===== src/rtl/phys_reg_free_list.sv =====
// Physical register free list for the rename stage.
// Circular tag FIFO with one branch checkpoint of the allocation pointer.
module phys_reg_free_list #(
  parameter int PHYS_REGS = 64,
  parameter int ARCH_REGS = 32,
  parameter int TAG_W     = $clog2(PHYS_REGS),
  parameter int DEPTH     = PHYS_REGS - ARCH_REGS,
  parameter int PTR_W     = $clog2(DEPTH) + 1
) (
  input  logic             clk,
  input  logic             rst,
  input  logic             alloc_req,
  output logic             alloc_valid,
  output logic [TAG_W-1:0] alloc_tag,
  input  logic             rel_valid,
  input  logic [TAG_W-1:0] rel_tag,
  input  logic             ckpt_take,
  input  logic             recover,
  output logic [PTR_W-1:0] free_count,
  output logic             overflow
);

  localparam int IDX_W = PTR_W - 1;

  logic [TAG_W-1:0] entry_q [DEPTH];

  logic [PTR_W-1:0] head_q, head_d;
  logic [PTR_W-1:0] tail_q, tail_d;
  logic [PTR_W-1:0] ckpt_q, ckpt_d;
  logic [PTR_W-1:0] adv_head;
  logic             ovf_q, ovf_d;
  logic             empty, full;
  logic             do_alloc, do_rel;

  always_comb begin
    empty    = (head_q == tail_q);
    full     = (head_q[IDX_W-1:0] == tail_q[IDX_W-1:0])
            && (head_q[PTR_W-1] != tail_q[PTR_W-1]);
    do_alloc = alloc_req && !empty && !recover;
    do_rel   = rel_valid && !full;
    adv_head = head_q + PTR_W'(do_alloc);
    // Recovery wins over this cycle's allocate and checkpoint.
    head_d   = recover ? ckpt_q : adv_head;
    ckpt_d   = (ckpt_take && !recover) ? adv_head : ckpt_q;
    tail_d   = tail_q + PTR_W'(do_rel);
    ovf_d    = ovf_q | (rel_valid & full);
  end

  always_ff @(posedge clk) begin
    if (rst) begin
      head_q <= '0;
      tail_q <= PTR_W'(DEPTH);
      ckpt_q <= '0;
      ovf_q  <= 1'b0;
    end else begin
      head_q <= head_d;
      tail_q <= tail_d;
      ckpt_q <= ckpt_d;
      ovf_q  <= ovf_d;
    end
  end

  always_ff @(posedge clk) begin
    if (rst) begin
      for (int i = 0; i < DEPTH; i++)
        entry_q[i] <= TAG_W'(ARCH_REGS + i);
    end else if (do_rel) begin
      entry_q[tail_q[IDX_W-1:0]] <= rel_tag;
    end
  end

  assign alloc_valid = !empty;
  assign alloc_tag   = entry_q[head_q[IDX_W-1:0]];
  assign free_count  = tail_q - head_q;
  assign overflow    = ovf_q;

endmodule

===== config.mk =====
export PLATFORM = sky130hd
export DESIGN_NAME = phys_reg_free_list
export DESIGN_NICKNAME = d
export VERILOG_FILES = /design/src/rtl/phys_reg_free_list.sv
export SDC_FILE = /design/constraint.sdc
export NUM_CORES = 1
export LEC_CHECK = 0
export ABC_CLOCK_PERIOD_IN_PS = 3500
export CORE_UTILIZATION = 40
export CTS_BUF_LIST = sky130_fd_sc_hd__clkbuf_8
export CTS_CLUSTER_DIAMETER = 50
export CTS_CLUSTER_SIZE = 24
export DETAILED_ROUTE_END_ITERATION = 8
export GPL_TIMING_DRIVEN = 0
export SETUP_SLACK_MARGIN = 0.05
export SLEW_MARGIN = 0
export SYNTH_ARGS = -nofsm -noshare
export SYNTH_HDL_FRONTEND = slang
export SYNTH_SLANG_ARGS = --single-unit

===== constraint.sdc =====
create_clock -name clk -period 3.5 [get_ports clk]
set_input_delay 0.7 -clock clk [delete_from_list [all_inputs] [get_ports clk]]
set_output_delay 0.7 -clock clk [all_outputs]
set_load 0.05 [all_outputs]

==> results of run 1 <==
==> per-stage QoR <==
stage / cell area, sq um / TNS [ns] / utilization [%] / hold WS [ns]
detailed placement: 10500 / -137.88 / 43.2 / 0.463
global placement: 10500 / -115.87 / 43.2 / 0.454
finish: 11100 / 0 / 45.8 / 0.480
CTS: 11100 / 0 / 45.7 / 0.485
global route: 11100 / -0.0246 / 45.8 / 0.503
floorplan: 9870 / 0 / - / 0.455
==> synthesized netlist by cell type, drive strengths merged, types with 4 or more instances <==
cell type / n
mux2: 16
a31oi: 6
nor2: 130
or3b: 4
nand3b: 4
a21o: 32
nor2b: 7
buf: 31
ha: 9
a22oi: 11
mux2i: 10
mux4: 37
a221oi: 5
edfxtp: 192
dfxtp: 19
o21ai: 8
nand2: 145
a21oi: 11
and3: 11
xnor2: 7
nor3: 5
a211oi: 8
clkbuf: 27
inv: 11
nand3: 10
==> final timing paths <==
kind | startpoint | to | slack [ns] | cells after the start
hold reg to reg | overflow | overflow | 0.48 | 2
hold / removal | overflow | overflow | 0.48 | 2
setup / recovery | head_q[1] | free_count[5] | 0.07 | 9
setup reg to reg | head_q[2] | entry_q[4][5] | 0.20 | 10
==> final cells by class <==
class / count / area, sq um / share of cell area [%]
Sequential cell: 211 / 6150 / 55.4
Tap cell: 324 / 405 / 3.65
Buffer: 57 / 360 / 3.25
Clock buffer: 23 / 317 / 2.85
Timing Repair Buffer: 20 / 161 / 1.45
Clock inverter: 19 / 209 / 1.88
Multi-Input combinational cell: 502 / 3460 / 31.1
Inverter: 11 / 41.3 / 0.372
==> cells in the final DEF, fill, tap and decap left out, drive strengths merged, types with 2 or more instances in the layout <==
cell type / instances
nor2: 130
nor3: 5
mux2i: 10
a311o: 3
nor3b: 2
dfxtp: 19
buf: 37
o21ai: 8
or3b: 4
and3: 11
a221oi: 5
nor2b: 7
xor2: 3
clkbuf: 53
or2: 2
a311oi: 3
xnor2: 7
clkinv: 6
a31oi: 6
nand3: 10
and3b: 3
or3: 3
mux4: 37
a21o: 32
ha: 9
a211oi: 8
nand2: 145
edfxtp: 192
nand3b: 4
clkdlybuf4s50: 9
clkinvlp: 3
and4: 2
inv: 20
a21oi: 11
a22oi: 11
mux2: 16
==> logic make-up after synthesis <==
logic type,synth area share (%)
compound gates,6.46
mux,11.3
xor+xnor,0.887
buf+inv,3.24
fa+ha+maj,1.34
flops,62.2
simple gates,14.5
==> tightest hold or removal path: cells and delay by family (launching register included) <==
family	cells	cell delay, ns
AO/OA/AOI/OAI	1	0.04
flip-flops	1	0.34
AND/OR/NAND/NOR	1	0.07
==> what timing repair did <==
action | 4_1_cts | 5_1_grt
gates resized for setup | 89 | 15
pin swaps | 1 | 1
endpoints found under the setup margin | 352 | 8
cloned | 0 | 0
hold buffers | 0 | 0
==> power groups by stage <==
stage               Clock, W  Sequential [W]  Combinational (W)
CTS                  0.00186         0.00283           0.000677
detailed placement         0         0.00288           0.000679
floorplan                  0         0.00288           0.000438
global route         0.00193         0.00283           0.000720
finish               0.00184         0.00282           0.000682
global placement           0         0.00288           0.000678
==> state kept, by name, summed over array words and instances (netlist names) <==
name and cells:
ckpt_q 6, entry_q 192, head_q 6, overflow 1
tail_q 6
==> routing by layer <==
metal	vias to the layer above	GRT usage [%]	part of all wire (%)
li1	2935	-	-
met1	3267	31.2	42
met3	54	4.35	7.5
met4	0	6.86	2.8
met2	265	38.2	48
met5	-	0	0
==> flow_summary.yaml, run 1 <==
status:
  status: "finished clean"
routing:
  drt_iter0_markers: 682
  routed_wl_um: 28600
  antenna_left: 0
  dr.pass1.iters: 5
  wl_per_cell_um: 24.5
  drc: 0
  dr_total_vias: 6521
  routed_via_density: 5.59
placement:
  pre_cts_ws_ns: -1.16
  place.gp.congestion: 0.861
  dp_hpwl_um: 19700
  placed_cells: 1126
  io_buffer_count: 20
worst_hold_path:
  hold_class: "reg2reg"
clocking:
  clock_path_buffers: 3
  cts_setup_buffers: 0
  insertion_delay_ns: 0.56
  cts_tree: "done"
  root_buffer: "clkbuf_8"
  cts_max_level: 1
  cts.sinks: 211
  numCtsBuffers: 23
  clk_pin_slew_ns: 0.09
worst_setup_path:
  critPathKind: "reg2out"
  cp.required_ns: 2.80
  crit_path_start_kind: "flip-flop"
  critPathTopFamily: "buffers and inverters"
  path_common_cell: "buf_6"
  crit_fanout: 10
  worst_path_max_delay_cell: "dfxtp_4"
  arrival_ns: 2.73
  slowest_delay_ns: 0.40
  critical_path.endpoint_type: "primary output"
  crit_buf_inv: 4
  crit_chain: "buf_6 > buf_6 > inv_1 > ha_4 > nor2b_1 > o21ai_2 > a211o_1 > o211ai_1 > buf_4"
run:
  max_cap_viol_count: 0
floorplanning:
  die_area_sq_mm: 0.0253
  rows: 57
  initial_core_util_pct: 40.7
  die_x_um: 159
  die_h_um: 159
  core_area_sq_mm: 0.0242
  ios: 26
synthesis:
  syn_area_sq_mm: 0.00987
  synth_top_area_share_pct: 58.4
  synthArstFlopShare_pct: 0
  avgSynthCellArea_sq_um: 12.6
  synth.distinct_cells: 47
  ys_ff_latch: 211
  syn-num-nets: 804
  synthCells: 782
  synth_edf_count: 192
  synth_warnings: 0
  yosysTopAreaCell: "edfxtp_1"
  synth_area_leaders: "edfxtp_1, mux4_2, nand2_1"
  synth_top_flop_cell: "edfxtp_1"
  yosysSeqAreaShare_pct: 62.2
timing:
  tightest_slew_ns: 1.07
  hold_viol: 0
  rsz0062_at_grt: "yes"
  layout_setup_ws_ns: 0.0691
  setup-violations-final: 0
  fmax_mhz: 291
  post-route-period-util_pct: 98.0
  slew_viol_final: 0
  max_slew_margin_pct: 28.1
  period_needed_ns: 3.43
  finalClockSkew_ns: 0.0252
grt:
  antenna_found_initial: 0
  grt.total_usage_pct: 23.1
  grt_start_max_net_pins: 20
  grt_pass1_wl_um: 42700
  grt_pass1_vias: 6588
  globalRouteOverflowTotal: 0
pwr:
  peakVddDrop_uv: 236
  p_int_w: 0.00380
  power_w: 0.00535
  seq_power_share_pct: 52.8
  clockPowerShare_pct: 34.4
  p_leak_nw: 3.41
  pwr_density_cell_mw_per_mm2: 482
  pwr-share-comb_pct: 12.8
  swShare_pct: 28.9
  p_switching_w: 0.00155
cells_and_area:
  n_fill_cell: 2194
  layout.cells.non_filler: 1167
  drive_above_1_share_pct: 19.5
  area_growth_pct: 12.4
  diodes: 0
  finalNetCount: 848
Note: power is estimated with default switching activity, not from simulation.
==> run 2, diff against run 1 <==
--- a/config.mk
+++ b/config.mk
@@ -5,6 +5,7 @@
 export SDC_FILE = /design/constraint.sdc
 export NUM_CORES = 1
 export LEC_CHECK = 0
+export ABC_AREA = 0
 export ABC_CLOCK_PERIOD_IN_PS = 3500
 export CORE_UTILIZATION = 40
 export CTS_BUF_LIST = sky130_fd_sc_hd__clkbuf_8
==> results of run 2 <==
The final DEF is identical to that of run 1; final timing and power are the same.
==> variant, RTL diff (config.mk and constraints of run 1) <==
Put a register stage on the outputs `alloc_valid`, `alloc_tag` and `free_count`, with the module's reset. The values now appear one clock later. The other outputs are not delayed to match.
--- a/src/rtl/phys_reg_free_list.sv
+++ b/src/rtl/phys_reg_free_list.sv
@@ -71,5 +71,13 @@
 
-  assign alloc_valid = !empty;
-  assign alloc_tag   = entry_q[head_q[IDX_W-1:0]];
-  assign free_count  = tail_q - head_q;
+  always_ff @(posedge clk) begin
+    if (rst) begin
+      alloc_valid <= '0;
+      alloc_tag   <= '0;
+      free_count  <= '0;
+    end else begin
+      alloc_valid <= !empty;
+      alloc_tag   <= entry_q[head_q[IDX_W-1:0]];
+      free_count  <= tail_q - head_q;
+    end
+  end
   assign overflow    = ovf_q;
Behaviour: not the same (Yosys sat finds a counterexample within 4 cycles, from zero or initial values and one cycle with rst high).
==> variant against run 1 <==
Die area rose by 1.6%. Area after synthesis rose by 1.7%. Worst setup slack improved by 43 ps. Register-to-register slack got worse by 90 ps. Sequential cell count rose by 13. Worst hold slack got worse by 2.7 ps. Power rose by 6.9%. Wire length rose by 2.2%. Final area rose by 3.3%. Largest power group unchanged. Highest routed layer unchanged.
==> variant: results (changes against run 1) <==
| Metric | Value |
|---|---|
| Register area share after synthesis | 0.638 (was 0.622) |
| Slowest CP cell | dfxtp_1 (was dfxtp_4) |
| Final HPWL DP | 19700 um (about the same) |
| GR Layer Usage met1 | 0.329 (was 0.312) |
| First-pass GRT wire length | 43100 um (was 42700 um) |
| Met3 usage | 0.0444 (was 0.0435) |
| Sequential Area | 6410 um^2 (was 6150 um^2) |
| Met3 wire len | 2640 um (was 2150 um) |
| Reg-to-Reg End | entry_q[3][4] (was entry_q[4][5]) |
| Initial drt markers | 749 (was 682) |
| CP top delay family | compound AO/OA/AOI/OAI gates (was buffers and inverters) |
| GR Util All Layers | 0.232 (was 0.231) |
| Worst VDD drop | 382 uV (was 236 uV) |
| TritonCTS Buffers | 27 (was 23) |
| FF+latch count, synth | 224 (was 211) |
| Lkg Pwr | 3.36 nW (was 3.41 nW) |
| DRT Wirelength | 29300 um (was 28600 um) |
| Area contributors post-synth | edfxtp_1, dfxtp_1, mux4_2, nand2_1, nor2_1 (was edfxtp_1, mux4_2, nand2_1, nor2_1, dfxtp_1) |
| Met2 Usage GRT | 0.355 (was 0.382) |
| Skew final | 23.1 ps (was 25.2 ps) |
| Placed cells | 1127 (was 1126) |
| Reg2reg path depth | 7 (was 10) |
| Post-CTS sizing | 68 (was 89) |
| Post-synth cell types | 49 (was 47) |
| Signal buffers share of area | 0.0437 (was 0.0470) |
| Clk Latency, worst-skew pair | 580 ps (was 560 ps) |
| Routed length on met2 | 13200 um (was 13700 um) |
| Clock buf/inv share | 0.0568 (was 0.0473) |
| Number of global-route vias before repair | 6633 (was 6588) |
| Run status | complete, no violations (unchanged) |
| Synth top cells by count | edfxtp_1, nand2_1, nor2_1 (unchanged) |
[variant: cell count changes in the layout (fill, tap and decap cells not counted), sizes merged, moves of 8 or more]
cell / delta
and3: -9
a211oi: +8
clkdlybuf4s50: +11
a21o: -32
o221ai: +12
dfxtp: +13
mux2i: +19
nor2: +8
nand2: -9
mux2: -16
o21ai: +27
[variant: cells by family after synthesis]
family	count (synthesis)	share of synthesized area
buffers and inverters	68	0.0340
adder cells (fa/ha/maj)	10	0.0132
flip-flops	224	0.638
multiplexers	65	0.115
AND/OR/NAND/NOR	314	0.129
AO/OA/AOI/OAI	91	0.0603
XOR/XNOR	11	0.0103
[variant: how the worst min path moves through the flow]
stage	end	start	slack, ps	cells past startpoint
finish	overflow	overflow	480	2
detailed placement	overflow	overflow	470	2
CTS	overflow	overflow	490	2
floorplan	head_q[2]	ckpt_q[2]	460	2
global route	overflow	overflow	530	2
global placement	overflow	overflow	450	2
